==> src/rtl/instr_loader.sv <==
// Byte-stream program loader: takes a length-prefixed little-endian byte stream, emits one
// instruction write strobe per assembled 32-bit word and holds the CPU in reset until the load completes.
module instr_loader #(
    parameter int MAX_WORDS      = 1024,
    parameter int TIMEOUT_CYCLES = 65535
) (
    input  logic        clk_i,
    input  logic        rst_i,
    input  logic        start_i,
    input  logic        byte_valid_i,
    input  logic [7:0]  byte_data_i,
    output logic        byte_ready_o,
    output logic        wr_instr_en_o,
    output logic [31:0] wr_instr_o,
    output logic        cpu_rst_o,
    output logic        busy_o,
    output logic        done_o,
    output logic        err_o,
    output logic [15:0] word_count_o,
    output logic [2:0]  state_o
);

    localparam int TW = $clog2(TIMEOUT_CYCLES + 1);

    typedef enum logic [2:0] {
        IDLE   = 3'd0,
        LEN_LO = 3'd1,
        LEN_HI = 3'd2,
        DATA   = 3'd3,
        WRITE  = 3'd4,
        DONE   = 3'd5,
        ERR    = 3'd6
    } state_t;

    state_t        state_q, state_d;
    logic [15:0]   len_q;
    logic [31:0]   word_q;
    logic [31:0]   wr_q;
    logic [1:0]    byte_idx_q;
    logic [TW-1:0] tmo_q;
    logic [15:0]   word_cnt_q;

    logic          counting;
    logic          accept;
    logic          tmo_hit;
    logic          restart;
    logic [15:0]   len_n;

    // A byte transfers on a rising edge where byte_valid_i && byte_ready_o; ready is a pure
    // decode of the registered state and never looks at byte_valid_i.
    assign counting = (state_q == LEN_LO) || (state_q == LEN_HI) || (state_q == DATA);
    assign accept   = byte_valid_i && byte_ready_o;
    assign tmo_hit  = counting && !accept && (tmo_q == TW'(TIMEOUT_CYCLES - 1));
    assign restart  = start_i && ((state_q == IDLE) || (state_q == DONE) || (state_q == ERR));
    assign len_n    = {byte_data_i, len_q[7:0]};

    assign byte_ready_o  = counting;
    assign busy_o        = counting || (state_q == WRITE);
    assign wr_instr_en_o = (state_q == WRITE);
    assign wr_instr_o    = wr_q;
    assign cpu_rst_o     = (state_q != DONE);
    assign done_o        = (state_q == DONE);
    assign err_o         = (state_q == ERR);
    assign word_count_o  = word_cnt_q;
    assign state_o       = state_q;

    always_ff @(posedge clk_i or posedge rst_i) begin
        if (rst_i) begin
            state_q <= IDLE;
        end else begin
            state_q <= state_d;
        end
    end

    always_comb begin
        state_d = state_q;
        case (state_q)
            IDLE, DONE, ERR: begin
                if (start_i) state_d = LEN_LO;
            end
            LEN_LO: begin
                if (accept)       state_d = LEN_HI;
                else if (tmo_hit) state_d = ERR;
            end
            LEN_HI: begin
                if (accept) begin
                    if (len_n == 16'd0 || len_n > 16'(MAX_WORDS)) state_d = ERR;
                    else                                          state_d = DATA;
                end else if (tmo_hit) begin
                    state_d = ERR;
                end
            end
            DATA: begin
                if (accept) begin
                    if (byte_idx_q == 2'd3) state_d = WRITE;
                end else if (tmo_hit) begin
                    state_d = ERR;
                end
            end
            WRITE: begin
                if (word_cnt_q + 16'd1 == len_q) state_d = DONE;
                else                             state_d = DATA;
            end
            default: state_d = IDLE;
        endcase
    end

    always_ff @(posedge clk_i or posedge rst_i) begin
        if (rst_i) begin
            len_q      <= '0;
            word_q     <= '0;
            wr_q       <= '0;
            byte_idx_q <= '0;
            tmo_q      <= '0;
            word_cnt_q <= '0;
        end else begin
            if (restart) begin
                // Fresh session: any stale partial word from an aborted load is dropped here.
                tmo_q      <= '0;
                byte_idx_q <= '0;
                word_cnt_q <= '0;
            end else if (counting) begin
                if (accept) tmo_q <= '0;
                else        tmo_q <= tmo_q + TW'(1);
            end

            if (accept) begin
                case (state_q)
                    LEN_LO: len_q[7:0] <= byte_data_i;
                    LEN_HI: begin
                        len_q[15:8] <= byte_data_i;
                        byte_idx_q  <= '0;
                    end
                    DATA: begin
                        word_q[{byte_idx_q, 3'b000} +: 8] <= byte_data_i;
                        byte_idx_q <= byte_idx_q + 2'd1;
                        if (byte_idx_q == 2'd3) wr_q <= {byte_data_i, word_q[23:0]};
                    end
                    default: ;
                endcase
            end

            if (state_q == WRITE) word_cnt_q <= word_cnt_q + 16'd1;
        end
    end

endmodule

==> config.mk <==
export PLATFORM = sky130hd
export DESIGN_NAME = instr_loader
export DESIGN_NICKNAME = d
export VERILOG_FILES = /design/src/rtl/instr_loader.sv
export SDC_FILE = /design/constraint.sdc
export NUM_CORES = 1
export LEC_CHECK = 0
export BUFFER_PORTS_ARGS = -buffer_cell sky130_fd_sc_hd__buf_2
export CAP_MARGIN = 20
export CORE_AREA = 10 10 145 80
export DETAILED_ROUTE_END_ITERATION = 8
export DIE_AREA = 0 0 155 90
export GPL_ROUTABILITY_DRIVEN = 0
export PLACE_DENSITY = 0.83
export SLEW_MARGIN = 30
export SYNTH_ARGS = -nofsm -noshare
export SYNTH_HDL_FRONTEND = slang
export SYNTH_SLANG_ARGS = --single-unit
==> constraint.sdc <==
create_clock -name clk_i -period 6.3 [get_ports clk_i]
set_input_delay 1.26 -clock clk_i [delete_from_list [all_inputs] [get_ports clk_i]]
set_output_delay 1.26 -clock clk_i [all_outputs]
set_load 0.01 [all_outputs]
==> results by group <==
Logic synthesis
  – Yosys cell types: 54
  – Synth warnings: 0
  – Post-synthesis compound-gate area fraction: 9.88%
  – Adder-cell area share of the yosys netlist: around 1.9%
  – Post-synthesis mux area share: 10.6%
  – Post-Syn Nets: 545
  – Simple logic cell fraction of the synthesized area: 16.4%
  – Post-synth EDFFs: 0
  – Sequential fraction of the synthesis area: 50.7%
  – Async S/R FF share, synth: 100%
  – Mapped Area: 5380 sq um
  – Synth Instances: 525
  – Largest family of logic cells by synthesized area: simple AND/OR/NAND/NOR gates
  – Syn Area/Cell: roughly 10 sq um
  – Synth Flop Type: dfrtp_1
  – #FFs+latches synth: 109
  – XOR/XNOR Fraction of Synth Area: 7.16%

Final layout
  – Number of diodes: 0
  – Most frequent cells in the layout: dfrtp_1 (109), nand2_1 (83), buf_2 (68)
  – Layout area overhead: 12.9%
  – Fillers: 721
  – Nets: 601
  – Share of layout cells above drive strength 1: 25.4%
  – Most common cell after layout, fill and taps aside: dfrtp_1

GRT
  – Largest net degree at the start of global routing: 65
  – Gr usage total: a little under a fifth
  – GR Overflow Total: 0
  – First-pass GRT wire length: 21700 um
  – Number of global-route vias before repair: approximately 4000
  – Initial antenna violation count: 0

Clock tree
  – Clk root buf: clkbuf_16
  – H-tree depth: 3
  – Post-CTS Setup Bufs: 0
  – Clk sinks: around 110
  – CTS tree: yes
  – Clock Pin Slew Worst Setup and Hold Paths: around 0.080 ns
  – Resize count post-CTS: 0
  – CTS Buf Count: 9
  – Clock Latency Late Sink: ~0.35 ns
  – CTS max path bufs: 2
  – # hold bufs at CTS: 0

Min path
  – Hold path depth: 2
  – Worst hold path class: reg -> reg
  – Hold Path Sink: word_q[14]
  – Min-delay src: word_q[14]

Critical path
  – CP bufs+invs: 3
  – Max FO, Critical Path: 22
  – Critical path launch point type: flop
  – Crit path max-delay cell type: dfrtp_1
  – Worst R2R Setup Slack: between 3 and 4 ns
  – Crit Path Category: reg -> out
  – Crit path max-delay family: flip-flops
  – FF-to-FF Start: word_count_o[0]
  – Worst R2R End: state_o[1]
  – Worst path max stage delay: between 0.7 and 0.8 ns
  – R2r worst-path depth: 7
  – Worst Setup End Kind: output port
  – Worst EP required: roughly 5.0 ns
  – CP arrival: between 2 and 2.5 ns
  – Sequence of cells on the critical path: inv_1 -> or3_1 -> inv_2 -> buf_2

STA
  – Setup Skew: approximately 0.0085 ns
  – Final TNS setup: 0 ns
  – Final setup margin: 2.55 ns
  – Ratio of final minimum period to clock period: between 50% and 60%
  – Actual slew at the worst max-slew pin: 0.940 ns
  – Final hold violations: 0
  – Rel. slew slack: between 30% and 40%
  – Slew Viols, Final: 0
  – Max Freq: 267 MHz
  – Final min period: roughly 3.8 ns
  – RSZ-0062 raised after global routing: false
  – Final number of setup-violating endpoints: 0

Drt
  – DRC violations left: 0
  – Starting DRT DRC Count: 353
  – Routed len/inst: 18.7 um
  – DR vias/cell: 5.85
  – Routed Antenna Nets: 0
  – Total Wirelength: 13200 um
  – DR vias: 4133
  – Drt pass-1 iters: 5

Run
  – Max-cap violation count: 0

Status
  – Status: complete, no violations

Power and ir drop
  – Power per cell area: ~370 nW/um^2
  – Lkg Pwr: between 2 and 3 nW
  – Maximum vdd drop: 0.197 mV

Floorplan
  – FP Rows: 25
  – Starting Density: 58.7%
  – Die Span X: 155 um
  – Die Y: 90 um
  – Die ar.: 14000 sq um
  – I/O pins: 69
  – CORE AREA: 9170 sq um

Place
  – Setup slack at placement: 2.97 ns
  – Dpl hpwl: 9500 um
  – Number of port buffers: 68
## cells in the mapped netlist, types with 3 or more instances
| cell type | number | share of area, % |
|---|---|---|
| o31ai_1 | 4 | 0.56 |
| ha_1 | 8 | 1.9 |
| mux2_2 | 48 | 10 |
| a21oi_1 | 11 | 1.0 |
| nor4_1 | 3 | 0.35 |
| and2_1 | 3 | 0.35 |
| inv_1 | 10 | 0.70 |
| or3_1 | 3 | 0.35 |
| clkbuf_1 | 15 | 1.0 |
| xnor2_1 | 21 | 3.4 |
| nand4_1 | 12 | 1.4 |
| mux2i_1 | 3 | 0.56 |
| a31oi_1 | 3 | 0.35 |
| and4_1 | 3 | 0.49 |
| o21ai_0 | 55 | 5.1 |
| dfrtp_1 | 109 | 51 |
| nor2_1 | 38 | 2.6 |
| nand2b_1 | 4 | 0.46 |
| buf_1 | 4 | 0.28 |
| nor3b_1 | 3 | 0.42 |
| nand3_1 | 15 | 1.4 |
| and3_1 | 4 | 0.46 |
| nor3_1 | 4 | 0.37 |
| xor2_1 | 23 | 3.7 |
| nand2_1 | 83 | 5.8 |
## report_power, final
part	switching, W	internal (W)	leakage (nW)
Combinational	0.000403	0.000291	1.28
Clock	0.000281	0.000318	0.151
Sequential	0.000145	0.000825	1.47
## worst register-to-register path, stage by stage (launching register included)
cell	delay [ns]
dfrtp_1	0.52
ha_1	0.34
nand4_1	0.24
nor3_1	0.49
nand2_1	0.17
mux2i_1	0.28
nand4_1	0.19
o21a_1	0.23
## cell type report
class,instances,area (sq um),area share (%)
repair buffers,71,363,5.97
inverters,11,43.8,0.720
flip-flops and latches,109,2730,44.9
well taps,121,151,2.49
clock inverters,7,91.3,1.50
clock buffers,9,225,3.70
multi-input cells,379,2480,40.8
## per-layer routing
metal / vias up / wire, um / part of all wire, % / GRT usage [%]
met5: - / 0 / 0 / 0
met4: 0 / 112 / 0.85 / 3.91
met3: 13 / 849 / 6.4 / 4.66
met2: 125 / 5750 / 44 / 26.9
met1: 2071 / 6480 / 49 / 27.7
li1: 1924 / - / - / -
## kinds of logic (layout without fill, tap and decap cells)
family	after synthesis	after routing
compound gates	91	91
fa+ha+maj	8	8
buf+inv	37	98
xor+xnor	44	44
simple gates	185	185
mux	51	51
flops	109	109
## metrics by stage
step                      util [%]  cells  cell area, sq um  total power, W  hold WS [ns]
after floorplan                  -    525              5380         0.00144         0.446
final                         66.3    707              6080         0.00226         0.482
after global placement        62.8    691              5760         0.00161         0.462
after detailed placement      62.8    691              5760         0.00166         0.472
after global routing          66.3    707              6080         0.00239         0.514
after CTS                     66.3    707              6080         0.00226         0.489
## flip-flops by register name, indices dropped and copies added (netlist names)
| signal | flops |
|---|---|
| byte_idx_q | 2 |
| wr_instr_o | 32 |
| len_q | 16 |
| tmo_q | 16 |
| word_count_o | 16 |
| word_q | 24 |
| state_o | 3 |
## worst max path at each step
stage / from / endpoint / cells past startpoint
2_1_floorplan: rst_i / byte_idx_q[0] / 1
5_1_grt: state_o[2] / wr_instr_en_o / 4
3_3_place_gp: state_o[2] / wr_instr_en_o / 4
6_report: state_o[2] / wr_instr_en_o / 4
4_1_cts: state_o[2] / wr_instr_en_o / 4
3_5_place_dp: state_o[2] / wr_instr_en_o / 4
Note: power is estimated with default switching activity, not from simulation.
